`src/rtl/fht_ram_sequencer_if.sv`:
```
// rtl/fht_ram_sequencer_if.sv - frame control and RAM addressing bundle of the FHT RAM sequencer
// slave is the sequencer itself; master is whatever starts frames and consumes the strobes.
interface fht_ram_sequencer_if #(
    parameter int A_BIT   = 8,
    parameter int STG_BIT = 3
);
    logic               iSTART;
    logic               iVALID;
    logic               oREADY;
    logic [A_BIT-1:0]   oADDR_RD;
    logic [A_BIT-1:0]   oADDR_WR;
    logic [3:0]         oWE;
    logic               oRD_EN;
    logic [STG_BIT-1:0] oSTAGE;
    logic               oBF_VALID;
    logic               oOUT_VALID;
    logic [1:0]         oOUT_SEL;
    logic               oBUSY;
    logic               oDONE;

    modport slave (
        input  iSTART, iVALID,
        output oREADY, oADDR_RD, oADDR_WR, oWE, oRD_EN, oSTAGE,
               oBF_VALID, oOUT_VALID, oOUT_SEL, oBUSY, oDONE
    );

    modport master (
        output iSTART, iVALID,
        input  oREADY, oADDR_RD, oADDR_WR, oWE, oRD_EN, oSTAGE,
               oBF_VALID, oOUT_VALID, oOUT_SEL, oBUSY, oDONE
    );
endinterface

```
`src/rtl/fht_ram_sequencer.sv`:
```
// rtl/fht_ram_sequencer.sv - load / radix-4 compute / unload address sequencer for a 4-bank FHT RAM
// One shared counter serves every phase; compute writes replay the read address BF_LAT cycles later.
module fht_ram_sequencer #(
    parameter int A_BIT   = 8,
    parameter int STAGES  = 4,
    parameter int STG_BIT = 3,
    parameter int BF_LAT  = 4,
    parameter int RD_LAT  = 2
) (
    input logic               iCLK,
    input logic               iRESET,
    fht_ram_sequencer_if.slave bus
);
    localparam int CW = A_BIT + 2;
    localparam logic [CW-1:0]      FRAME_LAST = CW'((4 << A_BIT) - 1);
    localparam logic [CW-1:0]      COMP_LAST  = CW'((1 << A_BIT) - 1);
    localparam logic [CW-1:0]      DRAIN_LAST = CW'(BF_LAT - 1);
    localparam logic [CW-1:0]      FLUSH_LAST = CW'(RD_LAT - 1);
    localparam logic [STG_BIT-1:0] STAGE_LAST = STG_BIT'(STAGES - 1);

    typedef enum logic [2:0] {
        S_IDLE,
        S_LOAD,
        S_COMP,
        S_DRAIN,
        S_UNLOAD,
        S_FLUSH
    } state_e;

    state_e             state_q;
    logic [CW-1:0]      cnt_q;
    logic [STG_BIT-1:0] stage_q;
    logic [BF_LAT-1:0]  bf_vld_q;
    logic [A_BIT-1:0]   bf_addr_q [BF_LAT];
    logic [RD_LAT-1:0]  out_vld_q;
    logic [1:0]         out_sel_q [RD_LAT];

    logic               accept;
    logic               comp_rd;
    logic               unl_rd;
    logic [A_BIT-1:0]   c_addr;
    logic [A_BIT-1:0]   rot_addr;
    logic               bf_vld_out;

    assign accept     = (state_q == S_LOAD) && bus.iVALID;
    assign comp_rd    = (state_q == S_COMP);
    assign unl_rd     = (state_q == S_UNLOAD);
    assign c_addr     = cnt_q[A_BIT-1:0];
    assign bf_vld_out = bf_vld_q[BF_LAT-1];

    // Stage k visits digit position k: rotate the counter left by 2k bits.
    always_comb begin
        rot_addr = c_addr;
        for (int k = 1; k < STAGES; k++) begin
            if (stage_q == STG_BIT'(k)) begin
                rot_addr = (c_addr << (2 * k)) | (c_addr >> (A_BIT - 2 * k));
            end
        end
    end

    always_ff @(posedge iCLK) begin
        if (iRESET) begin
            state_q   <= S_IDLE;
            cnt_q     <= '0;
            stage_q   <= '0;
            bf_vld_q  <= '0;
            out_vld_q <= '0;
            for (int k = 0; k < BF_LAT; k++) bf_addr_q[k] <= '0;
            for (int k = 0; k < RD_LAT; k++) out_sel_q[k] <= '0;
        end else begin
            bf_vld_q[0]  <= comp_rd;
            bf_addr_q[0] <= rot_addr;
            for (int k = 1; k < BF_LAT; k++) begin
                bf_vld_q[k]  <= bf_vld_q[k-1];
                bf_addr_q[k] <= bf_addr_q[k-1];
            end
            out_vld_q[0] <= unl_rd;
            out_sel_q[0] <= cnt_q[1:0];
            for (int k = 1; k < RD_LAT; k++) begin
                out_vld_q[k] <= out_vld_q[k-1];
                out_sel_q[k] <= out_sel_q[k-1];
            end

            case (state_q)
                S_IDLE: begin
                    if (bus.iSTART) begin
                        state_q <= S_LOAD;
                        cnt_q   <= '0;
                        stage_q <= '0;
                    end
                end
                S_LOAD: begin
                    if (accept) begin
                        if (cnt_q == FRAME_LAST) begin
                            state_q <= S_COMP;
                            cnt_q   <= '0;
                        end else begin
                            cnt_q <= cnt_q + 1'b1;
                        end
                    end
                end
                S_COMP: begin
                    if (cnt_q == COMP_LAST) begin
                        state_q <= S_DRAIN;
                        cnt_q   <= '0;
                    end else begin
                        cnt_q <= cnt_q + 1'b1;
                    end
                end
                S_DRAIN: begin
                    // The final DRAIN cycle carries the stage's last write-back.
                    if (cnt_q == DRAIN_LAST) begin
                        cnt_q <= '0;
                        if (stage_q == STAGE_LAST) begin
                            state_q <= S_UNLOAD;
                        end else begin
                            stage_q <= stage_q + 1'b1;
                            state_q <= S_COMP;
                        end
                    end else begin
                        cnt_q <= cnt_q + 1'b1;
                    end
                end
                S_UNLOAD: begin
                    if (cnt_q == FRAME_LAST) begin
                        state_q <= S_FLUSH;
                        cnt_q   <= '0;
                    end else begin
                        cnt_q <= cnt_q + 1'b1;
                    end
                end
                S_FLUSH: begin
                    if (cnt_q == FLUSH_LAST) begin
                        state_q <= S_IDLE;
                        cnt_q   <= '0;
                    end else begin
                        cnt_q <= cnt_q + 1'b1;
                    end
                end
                default: begin
                    state_q <= S_IDLE;
                    cnt_q   <= '0;
                end
            endcase
        end
    end

    assign bus.oREADY     = (state_q == S_LOAD);
    assign bus.oRD_EN     = comp_rd | unl_rd;
    assign bus.oADDR_RD   = comp_rd ? rot_addr :
                            unl_rd  ? cnt_q[A_BIT+1:2] : '0;
    assign bus.oWE        = accept ? (4'b0001 << cnt_q[1:0]) : {4{bf_vld_out}};
    assign bus.oADDR_WR   = accept     ? cnt_q[A_BIT+1:2] :
                            bf_vld_out ? bf_addr_q[BF_LAT-1] : '0;
    assign bus.oBF_VALID  = bf_vld_out;
    assign bus.oSTAGE     = stage_q;
    assign bus.oOUT_VALID = out_vld_q[RD_LAT-1];
    assign bus.oOUT_SEL   = out_vld_q[RD_LAT-1] ? out_sel_q[RD_LAT-1] : 2'b00;
    assign bus.oBUSY      = (state_q != S_IDLE);
    assign bus.oDONE      = (state_q == S_FLUSH) && (cnt_q == FLUSH_LAST);
endmodule

```
`src/flat_wrapper.sv`:
```
// flat-port wrapper written by rule: the top's interface ports become plain ports
module fht_ram_sequencer_flat 
#(
    parameter int A_BIT   = 8,
    parameter int STAGES  = 4,
    parameter int STG_BIT = 3,
    parameter int BF_LAT  = 4,
    parameter int RD_LAT  = 2
)
  (iCLK, iRESET, bus_iSTART, bus_iVALID, bus_oREADY, bus_oADDR_RD, bus_oADDR_WR, bus_oWE, bus_oRD_EN, bus_oSTAGE, bus_oBF_VALID, bus_oOUT_VALID, bus_oOUT_SEL, bus_oBUSY, bus_oDONE);
  fht_ram_sequencer_if #(.A_BIT(A_BIT), .STG_BIT(STG_BIT)) bus_i ();
  input logic iCLK;
  input logic iRESET;
  input wire logic [$bits(bus_i.iSTART)-1:0] bus_iSTART;
  input wire logic [$bits(bus_i.iVALID)-1:0] bus_iVALID;
  output wire logic [$bits(bus_i.oREADY)-1:0] bus_oREADY;
  output wire logic [$bits(bus_i.oADDR_RD)-1:0] bus_oADDR_RD;
  output wire logic [$bits(bus_i.oADDR_WR)-1:0] bus_oADDR_WR;
  output wire logic [$bits(bus_i.oWE)-1:0] bus_oWE;
  output wire logic [$bits(bus_i.oRD_EN)-1:0] bus_oRD_EN;
  output wire logic [$bits(bus_i.oSTAGE)-1:0] bus_oSTAGE;
  output wire logic [$bits(bus_i.oBF_VALID)-1:0] bus_oBF_VALID;
  output wire logic [$bits(bus_i.oOUT_VALID)-1:0] bus_oOUT_VALID;
  output wire logic [$bits(bus_i.oOUT_SEL)-1:0] bus_oOUT_SEL;
  output wire logic [$bits(bus_i.oBUSY)-1:0] bus_oBUSY;
  output wire logic [$bits(bus_i.oDONE)-1:0] bus_oDONE;
  assign bus_i.iSTART = bus_iSTART;
  assign bus_i.iVALID = bus_iVALID;
  assign bus_oREADY = bus_i.oREADY;
  assign bus_oADDR_RD = bus_i.oADDR_RD;
  assign bus_oADDR_WR = bus_i.oADDR_WR;
  assign bus_oWE = bus_i.oWE;
  assign bus_oRD_EN = bus_i.oRD_EN;
  assign bus_oSTAGE = bus_i.oSTAGE;
  assign bus_oBF_VALID = bus_i.oBF_VALID;
  assign bus_oOUT_VALID = bus_i.oOUT_VALID;
  assign bus_oOUT_SEL = bus_i.oOUT_SEL;
  assign bus_oBUSY = bus_i.oBUSY;
  assign bus_oDONE = bus_i.oDONE;
  fht_ram_sequencer #(.A_BIT(A_BIT), .STAGES(STAGES), .STG_BIT(STG_BIT), .BF_LAT(BF_LAT), .RD_LAT(RD_LAT)) u_core (.iCLK(iCLK), .iRESET(iRESET), .bus(bus_i));
endmodule
```
`config.mk`:
```
export PLATFORM = sky130hd
export DESIGN_NAME = fht_ram_sequencer_flat
export DESIGN_NICKNAME = d
export VERILOG_FILES = /design/src/rtl/fht_ram_sequencer_if.sv /design/src/rtl/fht_ram_sequencer.sv /design/src/flat_wrapper.sv
export SDC_FILE = /design/constraint.sdc
export NUM_CORES = 1
export LEC_CHECK = 0
export BUFFER_PORTS_ARGS = -buffer_cell sky130_fd_sc_hd__buf_2
export CAP_MARGIN = 10
export CELL_PAD_IN_SITES_DETAIL_PLACEMENT = 0
export CELL_PAD_IN_SITES_GLOBAL_PLACEMENT = 1
export CORE_ASPECT_RATIO = 0.7
export CORE_MARGIN = 10
export CORE_UTILIZATION = 39
export DETAILED_ROUTE_END_ITERATION = 16
export HOLD_SLACK_MARGIN = 0.08
export PLACE_DENSITY = 0.74
export SYNTH_ARGS = -nofsm -noshare
export SYNTH_HDL_FRONTEND = slang
export SYNTH_SLANG_ARGS = --single-unit
```
`constraint.sdc`:
```
create_clock -name iCLK -period 2.12 [get_ports iCLK]
set_input_delay 0.106 -clock iCLK [delete_from_list [all_inputs] [get_ports iCLK]]
set_output_delay 0.106 -clock iCLK [all_outputs]
set_load 0.02 [all_outputs]
```
==> results of run 1 <==
-- sequential cells by signal, indices dropped and copies added (netlist names) --
register,cells
u_core.out_sel_q,4
u_core.bus.oSTAGE,3
u_core.bf_vld_q,4
u_core.state_q,3
u_core.bf_addr_q,32
u_core.cnt_q,10
u_core.out_vld_q,2
-- synth_stat cells (6+ instances only) --
library cell  instances  share of area (%)
nor3_1                9                1.6
a21oi_1              12                2.2
a22o_1                9                2.9
inv_1                 6               0.82
a22oi_1               6                1.6
nand3_1              10                1.8
xnor2_1               6                1.9
dfxtp_1              58                 42
nor2_1               15                2.1
nand2_1              46                6.3
o21ai_0              15                2.7
a32o_1                8                2.9
nor2b_1              40                9.1
ha_1                  8                3.7
clkbuf_1             16                2.2
-- metrics by stage --
stage | cell area (um2) | worst slack (ns) | instances
after detailed placement | 3120 | 0.0182 | 448
final | 3550 | -0.0148 | 470
after floorplan | 2740 | 0.0721 | 317
after global routing | 3550 | -0.0728 | 470
after global placement | 3120 | 0.116 | 448
after CTS | 3420 | 0.00157 | 466
-- layer usage --
layer / routed length (um) / vias up / share of wire (%) / track usage, %
met4: 76 / 0 / 1.0 / 4.61
met1: 3540 / 1124 / 47 / 18.4
li1: - / 1204 / - / -
met3: 750 / 9 / 9.9 / 5.50
met5: 0 / - / 0 / 0
met2: 3180 / 73 / 42 / 18.7
-- repair_timing --
action                     CTS  global route
setup buffers                3             4
resized for setup           22            26
setup endpoints to repair    8            17
pin swaps                    7            13
-- worst max path at each step --
stage / to / slack (ns) / cells past startpoint
6_report: bus_oADDR_RD[4] / -0.01 / 8
5_1_grt: bus_oADDR_RD[4] / -0.07 / 8
4_1_cts: bus_oADDR_RD[5] / 0.002 / 8
3_5_place_dp: bus_oADDR_RD[7] / 0.02 / 9
3_3_place_gp: u_core.state_q[0]$_SDFFE_PP0P_ / 0.12 / 6
2_1_floorplan: bus_oADDR_RD[2] / 0.07 / 9
-- layout make-up --
cell class | count | area [um2]
Fill cell | 654 | 3230
Multi-Input combinational cell | 226 | 1550
Sequential cell | 58 | 1170
Timing Repair Buffer | 69 | 472
Clock buffer | 9 | 124
Tap cell | 94 | 118
Clock inverter | 7 | 101
Inverter | 7 | 26.3
-- critical path, stage by stage, from the launching register on --
cell and delay [ns]:
dfxtp_4 0.35, buf_4 0.13, ha_4 0.18, buf_6 0.13, a22o_1 0.21, a22oi_1 0.18
o21ai_1 0.12, a32o_2 0.24, buf_6 0.13
-- where the power goes --
part	internal, W	leakage (nW)	switching (W)
Clock	0.000669	0.106	0.000487
Sequential	0.00113	0.469	0.0000418
Combinational	0.000232	0.872	0.000430
Total	0.00203	1.45	0.000959
-- logic make-up after synthesis --
group                      after synthesis  synth area share, %
AOI/OAI and AO/OA                       63                 16.8
xor gates and xnor gates                 8                 2.56
adders and majority gates                8                 3.65
buffers and inverters                   33                 5.66
DFF                                     58                 42.4
and+or+nand+nor                        147                 28.9
==> flow_summary.toml, run 1 <==
[floorplanning]
dieHeight_um = 90.1
rows = 25
ios = 35
die-area_um2 = 10800
coreArea_um2 = 6790
start_util_pct = 40.4
die-width_um = 120

[finish]
utilization_pct = 52.4
area_growth_pct = 29.7
nets = 383
mostFrequentLayoutCells = "dfxtp_1, nand2_1, nor2b_1, buf_4, buf_2"
n_antenna_cell = 0
drive_gt1_share_pct = 31.1
mostFrequentLayoutCell = "dfxtp_1"

[critical_path]
cp.arrival_ns = 2.03
cp-startpoint = "u_core.bus.oSTAGE[1]$_SDFFE_PP0P_"
crit_required_ns = 2.01
worstPathMaxFanout = 6
r2r_cells = 5
crit-reg2reg-capture = "u_core.state_q[0]$_SDFFE_PP0P_"
end_kind = "primary output"
r2r-start = "u_core.cnt_q[2]$_SDFFE_PP0P_"
worstSetupStartpointType = "flop"
critical_path_class = "reg -> out"
reg2reg_slack_ns = 0.14

[yosys]
synth_edf_count = 0
ys_types = 47
syn-cell-area_um2 = 2740
synth_area_per_cell_um2 = 8.65
synth_seq_cells = 58
async_flop_share_pct = 0
yosysSeqAreaShare_pct = 42.4
synthFlopType = "dfxtp_1"
synth_cells = 317
yosysWarnings = 0
syn_nets = 329

[timing]
maxSlewViolCount = 0
rsz0062_at_grt = "yes"
setup_viol = 1
min_period_over_period_pct = 101
fin_ws_ns = -0.0148
fin_tns_setup_ns = -0.0148
tightest_slew_ns = 0.486
hold_violations = 0
maxSlewHeadroom_pct = 67.5
timing.fmax_mhz = 468
skew_ns = 0.00696
post-route-min-period_ns = 2.13
timing.hold.ws_ns = 0.198

[clock_network]
clk_pin_slew_worst_paths_ns = 0.07
tritoncts = "built"
htreeDepth = 3
cts_buffers = 9
ctsHoldBuffers = 0
clockBufferDepth = 2
cts.sinks = 58
root_buffer = "clkbuf_8"
worstSkewPairLatency_ns = 0.34

[grt]
gr-total-overflow = 0
grt_max_degree = 28
first_global_vias = 2256
grtUsageTotal_pct = 13.5
grt_first_pass_wirelength_um = 11700
antenna_found_initial = 0

[power]
power.density_nw_per_um2 = 840
total_power_w = 0.00299
p_leak_nw = 1.45
ir_drop_v = 0.000544

[hold_path]
min-delay-start = "iRESET"
hold-path-endpoint = "u_core.out_sel_q[0][1]$_SDFF_PP0_"
min_path_type = "in -> reg"
min_path_cells = 2

[detailed_routing]
drc = 0
drt_pre_antenna_iters = 5
drtIter0Drc = 206
vias_per_cell = 5.13
vias = 2410
ant_nets = 0
routed_wl_um = 7550
wire_per_inst_um = 16.1

[run]
drv_cap = 0

[placed_design]
hpwl_um = 5300
gp_congestion = 0.927
io_buffers = 34

[status]
status = "finished with violations"
violations = "setup timing"
(Power assumes the default switching activity.)
==> run 2, diff against run 1 <==
--- a/config.mk
+++ b/config.mk
@@ -14,7 +14,9 @@
 export CORE_UTILIZATION = 39
 export DETAILED_ROUTE_END_ITERATION = 16
 export HOLD_SLACK_MARGIN = 0.08
+export MAX_ROUTING_LAYER = met4
 export PLACE_DENSITY = 0.74
+export SETUP_SLACK_MARGIN = 0.2
 export SYNTH_ARGS = -nofsm -noshare
 export SYNTH_HDL_FRONTEND = slang
 export SYNTH_SLANG_ARGS = --single-unit
==> run 2 against run 1 <==
Sequential share of layout area fell by 0.31 points; combinational power grew 13%; cell count up 1.7%; clock skew is 0.0015 ns higher; die area unchanged; critical path type unchanged; worst setup slack gained 0.057 ns; flip-flop and latch count unchanged; the run now ends clean; routed wire length rose by 1.2%; clock-buffer cell count rose by 1.
==> flow_summary.toml, run 2 (synthesized netlist as in run 1, its figures left out) <==
[critical_path]
worstPathCellList = "inv_4 -> ha_4 -> buf_6 -> a22o_1 -> a221oi_2 -> a21oi_2 -> a32o_2 -> buf_6"
crit_required_ns = 2.01
reg2reg_slack_ns = 0.25
critical_path_class = "reg -> out"
max_stage_delay_ns = 0.38
worstSetupStartpointType = "flop"
cp_slowest_cell = "dfxtp_4"
r2r-start = "u_core.bus.oSTAGE[0]$_SDFFE_PP0P_"
crit_top_cell = "buf_6"
end_kind = "primary output"
r2r_cells = 11
cp.arrival_ns = 1.97
crit-reg2reg-capture = "u_core.bf_addr_q[0][0]$_SDFF_PP0_"
cp-startpoint = "u_core.bus.oSTAGE[0]$_SDFFE_PP0P_"
crit_end = "bus_oADDR_RD[7]"
worstPathMaxFanout = 5

[timing]
setup_viol = 0
maxSlewHeadroom_pct = 71.7
skew_ns = 0.00842
hold_violations = 0
rsz0062_at_grt = "yes"
maxSlewViolCount = 0
timing.fmax_mhz = 481
fin_tns_setup_ns = 0
post-route-min-period_ns = 2.08
fin_ws_ns = 0.0421
tightest_slew_ns = 0.421
min_period_over_period_pct = 98.0

[finish]
postLayoutCellArea_um2 = 3630
area_growth_pct = 32.5
mostFrequentLayoutCell = "dfxtp_1"
n_antenna_cell = 0
drive_gt1_share_pct = 34.9
mostFrequentLayoutCells = "dfxtp_1, nand2_1, buf_4, nor2b_1, buf_2"
largestRegisters = "u_core.bf_addr_q x32, u_core.cnt_q x10"
largest_register_ffs = 32
nets = 392
regMostFlops = "u_core.bf_addr_q"
stdcell_count = 478

[detailed_routing]
routed_wl_um = 7640
vias_per_cell = 5.08
drc = 0
wire_per_inst_um = 16.0
drt_pre_antenna_iters = 4
ant_nets = 0
vias = 2426
drtIter0Drc = 232

[placed_design]
gp_congestion = 0.843
hpwl_um = 5640
pre_cts_slack_ns = 0.157
io_buffers = 34
placed_area_um2 = 3170
dp.cells = 454

[floorplanning]
dieHeight_um = 90.1
rows = 25
die-width_um = 120
ios = 35
coreArea_um2 = 6790
start_util_pct = 40.4
die-area_um2 = 10800

[grt]
use_met2_pct = 19.3
grt.busiest_layer = "met1"
grtUsageTotal_pct = 14.7
antenna_found_initial = 0
grt_max_degree = 22
grt_first_pass_wirelength_um = 12600
gr-total-overflow = 0
grt_use_met1_pct = 20.9
grtUsageMet3_pct = 4.75
first_global_vias = 2379

[status]
status = "completed"

[clock_network]
cts_buffers = 9
tritoncts = "built"
clk_pin_slew_worst_paths_ns = 0.07
cts.sinks = 58
clockBufferDepth = 2
root_buffer = "clkbuf_8"
worstSkewPairLatency_ns = 0.33
ctsHoldBuffers = 0
htreeDepth = 3

[power]
ir_drop_v = 0.000417
power.density_nw_per_um2 = 836
p_leak_nw = 1.52

[run]
drv_cap = 0

[hold_path]
min_path_type = "in -> reg"
[run 2: cell count changes in the layout (fill, tap and decap cells not counted), sizes merged]
cell      change
inv           -1
clkinv        +1
buf           +9
clkbuf        +1
clkinvlp      -2
[run 2: worst max-delay path: cells and delay by family (launching register included)]
kind / cells / cell delay [ns]
buf+inv: 3 / 0.29
flops: 1 / 0.38
fa+ha+maj: 1 / 0.17
compound gates: 4 / 0.79
[run 2: worst min path at each step]
stage                                           start                                  to  slack, ns  cells after the start
floorplan                                      iRESET        u_core.cnt_q[6]$_SDFFE_PP0P_       0.30                      3
global placement    u_core.bf_addr_q[0][0]$_SDFF_PP0_   u_core.bf_addr_q[0][8]$_SDFF_PP0_       0.42                      1
detailed placement  u_core.bf_addr_q[0][1]$_SDFF_PP0_   u_core.bf_addr_q[0][9]$_SDFF_PP0_       0.42                      1
CTS                                            iRESET  u_core.bf_addr_q[0][23]$_SDFF_PP0_       0.16                      2
global route                                   iRESET  u_core.bf_addr_q[0][30]$_SDFF_PP0_       0.18                      2
finish                                         iRESET  u_core.bf_addr_q[0][30]$_SDFF_PP0_       0.17                      2
[run 2: where the power goes]
group / total [W] / switching, W / internal [W]
Sequential: 0.00117 / 0.0000407 / 0.00113
Clock: 0.00112 / 0.000435 / 0.000685
Combinational: 0.000746 / 0.000452 / 0.000294
Total: 0.00303 / 0.000928 / 0.00211
[run 2: per-stage QoR]
| stage | hold slack [ns] | util, % | power [W] |
|---|---|---|---|
| 2_1_floorplan | 0.300 | - | 0.00159 |
| 3_3_place_gp | 0.416 | 46.7 | 0.00187 |
| 3_5_place_dp | 0.420 | 46.7 | 0.00187 |
| 4_1_cts | 0.156 | 52.4 | 0.00303 |
| 5_1_grt | 0.180 | 53.5 | 0.00321 |
| 6_report | 0.171 | 53.5 | 0.00303 |
[run 2: layer usage]
layer / vias to the layer above / share of wire [%]
li1: 1222 / -
met1: 1126 / 51
met2: 74 / 41
met3: 4 / 7.1
met4: 0 / 0.58
met5: - / 0
[run 2: timing repair]
action                     4_1_cts  5_1_grt
cloned                           1        0
setup endpoints to repair       13       26
pin swaps                       12       16
gates resized for setup         38       26
buffers inserted                 6        2
[run 2: final cells by class]
cell class	instances	area, um2
clock inverters	5	78.8
inverters	7	28.8
flip-flops and latches	58	1180
multi-input cells	226	1520
clock buffers	10	138
repair buffers	78	566
fillers	659	3160
well taps	94	118
